<file path="src/rtl/prio_rr_arbiter_if.sv">
// Request/grant bundle between requesters and prio_rr_arbiter.
// The requester side drives mode and req; the arbiter drives the grant outputs.
interface prio_rr_arbiter_if #(
   parameter int N = 4
);
   localparam int IW = (N > 1) ? $clog2(N) : 1;

   logic          mode;
   logic [N-1:0]  req;
   logic [N-1:0]  grant;
   logic          grant_valid;
   logic [IW-1:0] grant_id;

   modport master (
      output mode, req,
      input  grant, grant_valid, grant_id
   );

   modport slave (
      input  mode, req,
      output grant, grant_valid, grant_id
   );
endinterface

</file>
<file path="src/rtl/prio_rr_arbiter.sv">
// N-way non-preemptive arbiter with a run-time choice of fixed or round-robin
// priority. Grants are registered, with a hold limit and no hand-over bubble.
module prio_rr_arbiter #(
   parameter int N        = 4,
   parameter int MAX_HOLD = 8
) (
   input  logic              clk,
   input  logic              resetn,
   prio_rr_arbiter_if.slave  bus
);
   localparam int IW = (N > 1) ? $clog2(N) : 1;
   localparam int HW = $clog2(MAX_HOLD + 2);
   localparam logic [HW-1:0] HMAX = HW'(MAX_HOLD);
   localparam logic [HW-1:0] HSAT = HW'((MAX_HOLD == 0) ? 1 : MAX_HOLD);
   localparam logic [IW-1:0] LAST_RST = IW'(N - 1);

   typedef enum logic {IDLE, BUSY} state_t;

   state_t        state_q, state_d;
   logic [N-1:0]  grant_q, grant_d;
   logic [IW-1:0] id_q, id_d;
   logic [IW-1:0] last_q, last_d;
   logic [HW-1:0] hold_q, hold_d;

   logic [N-1:0]  others;
   logic [N-1:0]  cand;
   logic [IW-1:0] win_id;
   logic          found;
   logic          take;

   // While busy the owner is never a candidate; on release its bit is already 0.
   always_comb begin
      others = bus.req & ~(N'(1) << id_q);
      cand   = (state_q == BUSY) ? others : bus.req;
   end

   always_comb begin
      win_id = '0;
      found  = 1'b0;
      if (bus.mode) begin
         for (int k = 1; k <= N; k++) begin
            if (!found && cand[(int'(last_q) + k) % N]) begin
               found  = 1'b1;
               win_id = IW'((int'(last_q) + k) % N);
            end
         end
      end else begin
         for (int i = N - 1; i >= 0; i--) begin
            if (cand[i]) win_id = IW'(i);
         end
      end
   end

   always_comb begin
      state_d = state_q;
      grant_d = grant_q;
      id_d    = id_q;
      last_d  = last_q;
      hold_d  = hold_q;
      take    = 1'b0;
      unique case (state_q)
         IDLE: begin
            if (|bus.req) take = 1'b1;
         end
         BUSY: begin
            if (!bus.req[id_q]) begin
               if (|bus.req) begin
                  take = 1'b1;
               end else begin
                  state_d = IDLE;
                  grant_d = '0;
                  id_d    = '0;
                  hold_d  = '0;
               end
            end else if (MAX_HOLD != 0 && hold_q == HMAX && |others) begin
               take = 1'b1;
            end else if (hold_q < HSAT) begin
               hold_d = hold_q + 1'b1;
            end
         end
         default: state_d = IDLE;
      endcase
      if (take) begin
         state_d = BUSY;
         grant_d = N'(1) << win_id;
         id_d    = win_id;
         last_d  = win_id;
         hold_d  = HW'(1);
      end
   end

   always_ff @(posedge clk) begin
      if (!resetn) begin
         state_q <= IDLE;
         grant_q <= '0;
         id_q    <= '0;
         last_q  <= LAST_RST;
         hold_q  <= '0;
      end else begin
         state_q <= state_d;
         grant_q <= grant_d;
         id_q    <= id_d;
         last_q  <= last_d;
         hold_q  <= hold_d;
      end
   end

   assign bus.grant       = grant_q;
   assign bus.grant_valid = |grant_q;
   assign bus.grant_id    = id_q;
endmodule

</file>
<file path="src/flat_wrapper.sv">
// flat-port wrapper written by rule: the top's interface ports become plain ports
module prio_rr_arbiter_flat 
#(
   parameter int N        = 4,
   parameter int MAX_HOLD = 8
)
  (clk, resetn, bus_mode, bus_req, bus_grant, bus_grant_valid, bus_grant_id);
  prio_rr_arbiter_if #(.N(N)) bus_i ();
  input  logic clk;
  input  logic resetn;
  input wire logic [$bits(bus_i.mode)-1:0] bus_mode;
  input wire logic [$bits(bus_i.req)-1:0] bus_req;
  output wire logic [$bits(bus_i.grant)-1:0] bus_grant;
  output wire logic [$bits(bus_i.grant_valid)-1:0] bus_grant_valid;
  output wire logic [$bits(bus_i.grant_id)-1:0] bus_grant_id;
  assign bus_i.mode = bus_mode;
  assign bus_i.req = bus_req;
  assign bus_grant = bus_i.grant;
  assign bus_grant_valid = bus_i.grant_valid;
  assign bus_grant_id = bus_i.grant_id;
  prio_rr_arbiter #(.N(N), .MAX_HOLD(MAX_HOLD)) u_core (.clk(clk), .resetn(resetn), .bus(bus_i));
endmodule
</file>
<file path="config.mk">
export PLATFORM = sky130hd
export DESIGN_NAME = prio_rr_arbiter_flat
export DESIGN_NICKNAME = d
export VERILOG_FILES = /design/src/rtl/prio_rr_arbiter_if.sv /design/src/rtl/prio_rr_arbiter.sv /design/src/flat_wrapper.sv
export SDC_FILE = /design/constraint.sdc
export NUM_CORES = 1
export LEC_CHECK = 0
export CAP_MARGIN = 20
export CORE_ASPECT_RATIO = 0.9
export CORE_MARGIN = 8
export CORE_UTILIZATION = 45
export DETAILED_ROUTE_END_ITERATION = 6
export GPL_TIMING_DRIVEN = 0
export PLACE_DENSITY = 0.79
export SLEW_MARGIN = 20
export SYNTH_ARGS = -nofsm -noshare
export SYNTH_HDL_FRONTEND = slang
export SYNTH_SLANG_ARGS = --single-unit
</file>
<file path="constraint.sdc">
create_clock -name clk -period 5.5 [get_ports clk]
set_input_delay 0.55 -clock clk [delete_from_list [all_inputs] [get_ports clk]]
set_output_delay 0.55 -clock clk [all_outputs]
set_load 0.01 [all_outputs]
</file>
==> summary.txt, run 1 <==
Status
  – Status: finished clean

Cells and area
  – Fin area: 0.00117 mm2
  – Diode count: 0
  – Multi-input gate area: 644 um2
  – Nets: 153
  – Register Area: 260 um2
  – Area growth syn-to-layout: 17.0%
  – Layout cells sized above 1: 16.1%
  – Fill cells: 202

STA
  – Final min period: 2300 ps
  – Slew Viols, Final: 0
  – Clock skew: 5.13 ps
  – Fin Setup TNS: 0 ps
  – Setup-failing EPs final: 0
  – Final WS setup: 3200 ps
  – Hold_ws: 490 ps
  – Final period util: 41.9%
  – FMAX: 0.434 GHz
  – RSZ-0062 raised after global routing: no
  – Slew headroom: 57.5%
  – Slew @ Worst Pin: 632 ps
  – Final hold viol count: 0

Route
  – Detailed-route DRC error count: 0
  – Avg Vias per Cell: 5.92
  – TritonRoute pass-1 iters: 4
  – Drt first-iter violations: 81
  – Final ANT Viol Nets: 0
  – Wire length per cell: 13.9 um
  – Final wirelength: 2370 um
  – Via count: 1006

Placed design
  – DP Wirelength: 1810 um
  – DP Area: 0.00114 mm2
  – Count of input and output buffers: 11
  – Routability cong.: 0.923
  – Dpl ws: 2930 ps

Logic synthesis
  – Post-synth EDFFs: 0
  – #FFs+latches synth: 13
  – Ys async rst share: 0%
  – Seq/Total Area, Yosys: 26.0%
  – Synth warnings: 0
  – Adder-cell share of the synthesized area: 2.50%
  – Yosys top cell area share: 26.0%
  – Xor and xnor fraction of the mapped netlist area: 0.876%
  – Synthesized instance count: 128
  – Simple-Gate Fraction of Synth Area: 25.3%
  – Synth area leader: dfxtp_1
  – Avg Cell Area, Syn: 7.81 um2
  – Synth Flop Type: dfxtp_1
  – Net Count, Synth: 137
  – Largest family of logic cells by synthesized area: compound AO/OA/AOI/OAI gates
  – Post-synth cell types: 45
  – Compound-Gate Fraction of Synth Area: 30.5%
  – Synth area leaders: dfxtp_1 26%, o21ai_0 5.0%, nand2_1 4.1%, a21oi_1 3.5%, buf_2 3.5%
  – Mapped Area: 1000 um2
  – Multiplexer area fraction after synthesis: 5.26%

Clock network
  – Worst-Skew Late Latency: 270 ps
  – Root Driver: clkbuf_4
  – H-tree Lvls: 1
  – Clk slew on worst S/H paths: 70 ps
  – CTS Buffer Depth: 2
  – CTS tree: yes
  – Post-CTS sizing: 0
  – Post-CTS Setup Bufs: 0
  – Clk sinks: 13
  – Cts hold-fix bufs: 0
  – CTS buffer count: 3

Critical path
  – R2R setup slack: 3470 ps
  – CP Launch Point: bus_req[3]
  – Critical Path RT: 5660 ps
  – Worst Setup End Kind: register
  – Crit path DAT: 2470 ps
  – CP cell instances: clkdlybuf4s50_1, buf_2, mux2i_1, a22oi_1, a21oi_2, a21o_1, and2_4, buf_6, a22o_1
  – Critical path type: input port to register
  – CP Launch Type: input port
  – R2R depth: 8
  – RR Startpoint: u_core.bus.grant_id[0]
  – CP max-delay cell: clkdlybuf4s50_1
  – Maximum fanout along the worst path: 10
  – R2r endpoint: u_core.bus.grant[1]
  – Worst path max stage delay: 480 ps

Power
  – Pwr Total: 0.000291 W
  – Peak VDD IR: 0.154 mV
  – Power density over cell area: 249 mW/mm2
  – Leakage power: 0.463 nW

GRT
  – Initial antenna violation count: 0
  – Vias in the first global route: 974
  – Largest net degree at the start of global routing: 11
  – Gr usage total: 12.5%
  – Global-route wire length before repair: 4040 um
  – Remaining Overflow, GRT: 0

Floorplan
  – I/O pin cnt: 14
  – Die Span Y: 60.7 um
  – Die Width: 65.7 um
  – Die area: 0.00399 mm2
  – Core Region: 0.00214 mm2
  – Core Rows: 16
  – Initial Util: 46.7%

Hold path
  – Worst hold path class: register to register
  – Hold path cells: 1
  – Hold wc startpoint: u_core.bus.grant[2]
  – Worst Hold Path EP: u_core.bus.grant[2]

Flow run
  – Maxcap violations: 0
[synthesized netlist by cell type, drive strengths merged, types with 2 or more instances]
master   instances
a31oi            3
dfxtp           13
nor2b            3
o21ai           10
o2bb2ai          2
nand3            4
a31o             2
ha               2
a22oi            2
nand2b           3
nand2           12
a22o             2
buf             10
inv              8
nor2             6
a21o             2
a21oi            8
nor3b            2
a21boi           4
mux2i            3
nor3             7
or3              2
[power breakdown]
| group | internal [W] | total (W) | switching (W) |
|---|---|---|---|
| registers | 0.000104 | 0.000111 | 0.00000763 |
| logic | 0.0000579 | 0.000122 | 0.0000637 |
| clock network | 0.0000281 | 0.0000578 | 0.0000297 |
| total | 0.000190 | 0.000291 | 0.000101 |
[metal layers]
layer	up-vias	share of wire, %	track usage, %
met3	4	7.6	4.43
li1	497	-	-
met1	470	44	14.8
met2	35	47	20.6
met5	-	0	0
met4	0	1.1	4.04
[stage by stage]
stage / util [%] / instances
2_1_floorplan: - / 128
3_3_place_gp: 53.4 / 166
3_5_place_dp: 53.4 / 166
4_1_cts: 54.6 / 170
5_1_grt: 54.6 / 170
6_report: 54.6 / 170
[worst max-delay path, delay by kind of cell]
kind / cells / cell delay [ps]
AO/OA/AOI/OAI: 4 / 830
buffers and inverters: 3 / 810
AND/OR/NAND/NOR: 1 / 150
multiplexers: 1 / 100
[kinds of logic after synthesis]
| kind of cell | after synthesis |
|---|---|
| fa+ha+maj | 2 |
| xor+xnor | 1 |
| flops | 13 |
| compound gates | 44 |
| simple gates | 46 |
| mux | 4 |
| buf+inv | 18 |
[worst max-delay path by stage]
stage | slack (ps) | depth (start not counted) | endpoint
floorplan | 3380 | 8 | u_core.bus.grant[1]
global placement | 2940 | 9 | u_core.bus.grant_id[0]
detailed placement | 2930 | 9 | u_core.bus.grant[1]
CTS | 3210 | 9 | u_core.bus.grant[1]
global route | 3030 | 7 | u_core.bus.grant[3]
finish | 3200 | 9 | u_core.bus.grant[1]
[final cells by class]
| type | instances | area share (%) |
|---|---|---|
| multi-input cells | 97 | 55.1 |
| flip-flops and latches | 13 | 22.2 |
| repair buffers | 11 | 9.41 |
| plain buffers | 10 | 5.56 |
| well taps | 27 | 2.89 |
| inverters | 8 | 2.57 |
| clock buffers | 4 | 2.25 |
[sequential cells by signal, summed over array words and instances (netlist names)]
signal	flops
u_core.state_q	1
u_core.bus.grant	4
u_core.hold_q	4
u_core.last_q	2
u_core.bus.grant_id	2
[placed cells by master (no fill, tap or decap), types with 4 or more instances in the layout]
cell type and n:
dfxtp_1 13, nand2_1 11, clkdlybuf4s50_1 11, o21ai_0 10, inv_1 8, buf_2 7, a21oi_1 7, nor3_1 6
nor2_1 6, nand3_1 4, a21boi_0 4
(Power assumes the default switching activity.)
==> run 2: changes to the inputs <==
- clock period: 5.5 -> 2.33 ns (I/O delays scaled with it)
==> results of run 2 <==
Same layout as run 1 (identical final DEF). Status: finished clean.
Among the figures that moved: setup slack after placement 2930 ps -> 75.0 ps; setup slack after layout 3200 ps -> 304 ps; hold slack 490 ps -> 441 ps; start point of the critical path bus_req[3] -> u_core.bus.grant_id[0]; register-to-register setup slack 3470 ps -> 300 ps; end point of the worst hold path u_core.bus.grant[2] -> u_core.state_q; total power 0.000291 W -> 0.000686 W; worst IR drop on VDD 0.154 mV -> 0.364 mV
